File: src/rtl/imm_gen_pipe.sv
// Pipelined RV immediate generator: decodes I/S/B/U/J/R immediates into an elastic result FIFO.
// Optional macro IMM_GEN_ZIMM_EN adds CSR*I zero-extended zimm decode (fmt=6).
module imm_gen_pipe #(
    parameter int XLEN  = 64,
    parameter int DEPTH = 2
) (
    input  logic                         clk,
    input  logic                         rst_n,
    input  logic                         flush,
    input  logic                         in_valid,
    output logic                         in_ready,
    input  logic [31:0]                  instruction,
    output logic                         out_valid,
    input  logic                         out_ready,
    output logic signed [XLEN-1:0]       imm,
    output logic [2:0]                   fmt,
    output logic                         unsupported,
    output logic [$clog2(DEPTH):0]       level
);

    localparam int AW = $clog2(DEPTH);
    localparam int CW = AW + 1;

    localparam logic [2:0] FMT_R    = 3'd0;
    localparam logic [2:0] FMT_I    = 3'd1;
    localparam logic [2:0] FMT_S    = 3'd2;
    localparam logic [2:0] FMT_B    = 3'd3;
    localparam logic [2:0] FMT_U    = 3'd4;
    localparam logic [2:0] FMT_J    = 3'd5;
    localparam logic [2:0] FMT_NONE = 3'd7;
`ifdef IMM_GEN_ZIMM_EN
    localparam logic [2:0] FMT_Z    = 3'd6;
`endif

    typedef struct packed {
        logic signed [XLEN-1:0] imm;
        logic [2:0]             fmt;
        logic                   unsup;
    } entry_t;

    // Every format is first assembled as a signed 32-bit value so that the
    // final widening to XLEN replicates inst[31] in one place.
    function automatic entry_t decode(input logic [31:0] inst);
        entry_t            e;
        logic signed [31:0] v;
        v       = '0;
        e.fmt   = FMT_NONE;
        e.unsup = 1'b0;
        case (inst[6:0])
            7'b0000011, 7'b0010011, 7'b0011011, 7'b1100111: begin
                v     = {{20{inst[31]}}, inst[31:20]};
                e.fmt = FMT_I;
            end
            7'b0100011: begin
                v     = {{20{inst[31]}}, inst[31:25], inst[11:7]};
                e.fmt = FMT_S;
            end
            7'b1100011: begin
                v     = {{19{inst[31]}}, inst[31], inst[7], inst[30:25], inst[11:8], 1'b0};
                e.fmt = FMT_B;
            end
            7'b0110111, 7'b0010111: begin
                v     = {inst[31:12], 12'b0};
                e.fmt = FMT_U;
            end
            7'b1101111: begin
                v     = {{11{inst[31]}}, inst[31], inst[19:12], inst[20], inst[30:21], 1'b0};
                e.fmt = FMT_J;
            end
            7'b0110011, 7'b0111011: begin
                e.fmt = FMT_R;
            end
`ifdef IMM_GEN_ZIMM_EN
            7'b1110011: begin
                if (inst[14] && (inst[13:12] != 2'b00)) begin
                    v     = {27'b0, inst[19:15]};
                    e.fmt = FMT_Z;
                end else begin
                    e.unsup = 1'b1;
                end
            end
`endif
            default: begin
                e.unsup = 1'b1;
            end
        endcase
        e.imm = XLEN'(v);
        return e;
    endfunction

    entry_t          mem [DEPTH];
    logic [AW-1:0]   wr_ptr;
    logic [AW-1:0]   rd_ptr;
    logic [CW-1:0]   count;
    entry_t          dec_p0;
    logic            push;
    logic            pop;

    // Stage p0: combinational decode feeding the FIFO write port
    assign dec_p0    = decode(instruction);
    assign in_ready  = (count != CW'(DEPTH));
    assign out_valid = (count != '0);
    assign push      = in_valid && in_ready;
    assign pop       = out_valid && out_ready;

    always_ff @(posedge clk or negedge rst_n) begin
        if (!rst_n) begin
            wr_ptr <= '0;
            rd_ptr <= '0;
            count  <= '0;
            for (int i = 0; i < DEPTH; i++) begin
                mem[i] <= '0;
            end
        end else if (flush) begin
            wr_ptr <= '0;
            rd_ptr <= '0;
            count  <= '0;
        end else begin
            if (push) begin
                mem[wr_ptr] <= dec_p0;
                wr_ptr      <= wr_ptr + AW'(1);
            end
            if (pop) begin
                rd_ptr <= rd_ptr + AW'(1);
            end
            case ({push, pop})
                2'b10:   count <= count + CW'(1);
                2'b01:   count <= count - CW'(1);
                default: count <= count;
            endcase
        end
    end

    // Stage p1: head entry drives the outputs
    assign imm         = mem[rd_ptr].imm;
    assign fmt         = mem[rd_ptr].fmt;
    assign unsupported = mem[rd_ptr].unsup;
    assign level       = count;

endmodule

File: config.mk
export PLATFORM = sky130hd
export DESIGN_NAME = imm_gen_pipe
export DESIGN_NICKNAME = d
export VERILOG_FILES = /design/src/rtl/imm_gen_pipe.sv
export SDC_FILE = /design/constraint.sdc
export NUM_CORES = 1
export LEC_CHECK = 0
export CORE_UTILIZATION = 55
export CTS_CLUSTER_SIZE = 20
export DETAILED_ROUTE_END_ITERATION = 12
export DONT_BUFFER_PORTS = 1
export HOLD_SLACK_MARGIN = 0.1
export PLACE_DENSITY = 0.73
export SETUP_SLACK_MARGIN = 0.15
export SYNTH_ARGS = -nofsm -noshare
export SYNTH_HDL_FRONTEND = slang
export SYNTH_SLANG_ARGS = --single-unit
File: constraint.sdc
create_clock -name clk -period 2 [get_ports clk]
set_input_delay 0.2 -clock clk [delete_from_list [all_inputs] [get_ports clk]]
set_output_delay 0.2 -clock clk [all_outputs]
set_load 0.05 [all_outputs]
==> impl_metrics.tcl <==
set metrics [dict create \
    drive_above_1_share_pct 25.5 \
    synth_most_common_cell "dfrtp_1" \
    syn-instance-count 378 \
    multiInputGateArea_um2 1840 \
    wl_um 9390 \
    grt_usage_pct 26.1 \
    grt_max_degree 77 \
    cp_max_fo 18 \
    area_growth_pct 11.1 \
    avgSynthCellArea_um2 10.8 \
    dr_total_vias 3037 \
    slowest_stage "buf_16" \
    yosysWarnings 0 \
    synth.area.top_cells "dfrtp_1 47%, mux2_2 10%, buf_4 5.9%, a221o_1 3.9%, a22o_1 2.8%" \
    die_area_um2 7770 \
    fp-row-count 31 \
    hold_viol_final 76 \
    routedWlPerCell_um 19.4 \
    synthFlopType "dfrtp_1" \
    synth_top_area_cell "dfrtp_1" \
    synth_edf_count 0 \
    htree_levels 3 \
    cts-root-buf "clkbuf_8" \
    clockBufferDepth 2 \
    layout_setup_ws_ns 0.0107 \
    cp_slowest_stage_delay_ns 0.70 \
    yosys.area.top_type_share_pct 46.6 \
    crit_path_cell_trace "mux2_8 > buf_16" \
    drtAntennaViolNets 0 \
    worst_setup_path_start_kind "flop" \
    initial_core_util_pct 56.6 \
    first_iter_violations 137 \
    dp_hpwl_um 6110 \
    synth-seq-cells 76 \
    tns_ns 0 \
    fmaxAchievable_mhz 503 \
    crit_required_ns 1.80 \
    seqCellArea_um2 1900 \
    grt_antenna_before_repair 0 \
    syn-num-nets 415 \
    rsz0062_at_grt "yes" \
    clkSinkCount 76 \
    cts_buffers 9 \
    irDropWorstVdd_v 0.000429 \
    setup_viol 0 \
    rrSetupSlack_ns 0.21 \
    r2r_end "level[1]" \
    grt_pass1_wl_um 15400 \
    antenna_cells 0 \
    fin_util_pct 62.8 \
    overflow 0 \
    report.final.slew_viol_count 0 \
    worst_slew_pin_slew_ns 0.637 \
    ys_seq_area_share_pct 46.6 \
    viasPerCell 6.27 \
    cts_tree "yes" \
    cp_data_arrival_time_ns 1.79 \
    synth.distinct_cells 45 \
    postCtsHoldBufs 24 \
    die_w_um 88.1 \
    grt_pass1_vias 3005 \
    slew_headroom_pct 57.5 \
    r2r_start "level[0]" \
    cp-end-kind "primary output" \
    reg2reg_depth 7 \
    yosys-top-cells-count "76 x dfrtp_1, 38 x mux2_2, 32 x buf_4" \
    io_pins 109 \
    fin_crit_ns 1.99 \
    firstDrtPassIters 5 \
    drc_errors 0 \
    fp.coreArea_um2 7210 \
    fin_hold_ws_ns -0.466 \
    violations "negative hold slack" \
    skew_ns 0.00764 \
    place_ws_ns 0.135 \
    p_leak_nw 2.01 \
    p_per_area_nw_per_um2 782 \
    syn_area_um2 4080 \
    fin_crit_sh_pct 99.5 \
    async_reset_ff_share_pct 100 \
    finalNetCount 419 \
    die_h_um 88.1 \
    place.gp.congestion 0.802 \
    path_class "flop to primary output" \
    portBuffers 0 \
    fillers 598 \
    status "finished, violations left" \
    drv_cap 0 \
    worstSkewPairLatency_ns 0.35 \
    cts.clk_slew.worst_paths_ns 0.08 \
    hp-class "input pin to asynchronous set/reset pin" \
]
## layer usage
layer	GRT usage, %	part of all wire, %
met3	4.43	6.6
met4	9.38	1.7
met5	0	0
met2	42.7	47
met1	35.2	44
## layout make-up
cell class | count | area share [%]
Timing Repair Buffer | 51 | 11.0
Multi-Input combinational cell | 241 | 40.6
Inverter | 3 | 0.304
Tap cell | 99 | 2.73
Sequential cell | 76 | 42.0
Clock buffer | 11 | 2.90
Clock inverter | 3 | 0.386
## where the power goes
part	internal, mW	switching (mW)	total, mW
combinational	0.280	0.567	0.848
clock	0.433	0.538	0.971
sequential	1.66	0.0657	1.73
total	2.37	1.17	3.55
## how the worst max path moves through the flow
stage | start | endpoint | slack (ns) | cells past startpoint
after floorplan | level[1] | mem[95] | 0.04 | 7
after global placement | level[0] | mem[86] | 0.17 | 6
after detailed placement | level[0] | mem[88] | 0.13 | 6
after CTS | rd_ptr | imm[36] | 0.002 | 2
after global routing | rd_ptr | imm[36] | -0.03 | 2
final | rd_ptr | imm[48] | 0.01 | 2
## timing repair
item | 4_1_cts | 5_1_grt
hold endpoints to repair | 127 | 76
setup buffers | 2 | 2
resized for setup | 2 | 5
setup endpoints to repair | 75 | 69
## state kept, by name (all words and copies together) (netlist names)
signal / count
mem: 72
level: 2
rd_ptr: 1
wr_ptr: 1
## layout by cell type, fill, tap and decap left out, drive strengths merged, types with 11 or more instances in the layout
master	Yosys	routed
clkbuf	15	12
buf	43	26
a211o	11	11
dlygate4sd3	0	24
nand3	20	20
a221o	16	16
nor2	21	21
a22o	13	13
o211ai	11	11
nand2	21	21
mux2	38	38
dfrtp	76	76
## critical path, delay by kind of cell, from the launching register on
family	cells	cell delay (ns)
DFF	1	0.42
buffers and inverters	1	0.70
muxes	1	0.29
## metrics by stage
step	cells	power [mW]	hold WS [ns]	cell area (µm²)
5_1_grt	484	3.69	-0.477	4530
6_report	484	3.55	-0.466	4530
4_1_cts	482	3.56	-0.479	4500
3_5_place_dp	442	2.54	-0.0934	4080
2_1_floorplan	378	2.49	-0.0956	4130
3_3_place_gp	442	2.52	-0.0936	4080
## kinds of logic (layout without fill, tap and decap cells)
group / after synthesis / in the layout / share of synthesized area, %
multiplexers: 39 / 39 / 10.7
AO/OA/AOI/OAI: 107 / 107 / 21.4
AND/OR/NAND/NOR: 93 / 93 / 11.8
XOR/XNOR: 2 / 2 / 0.429
flip-flops: 76 / 76 / 46.6
buffers and inverters: 61 / 68 / 9.05
Power figures use the tool's default switching activity.
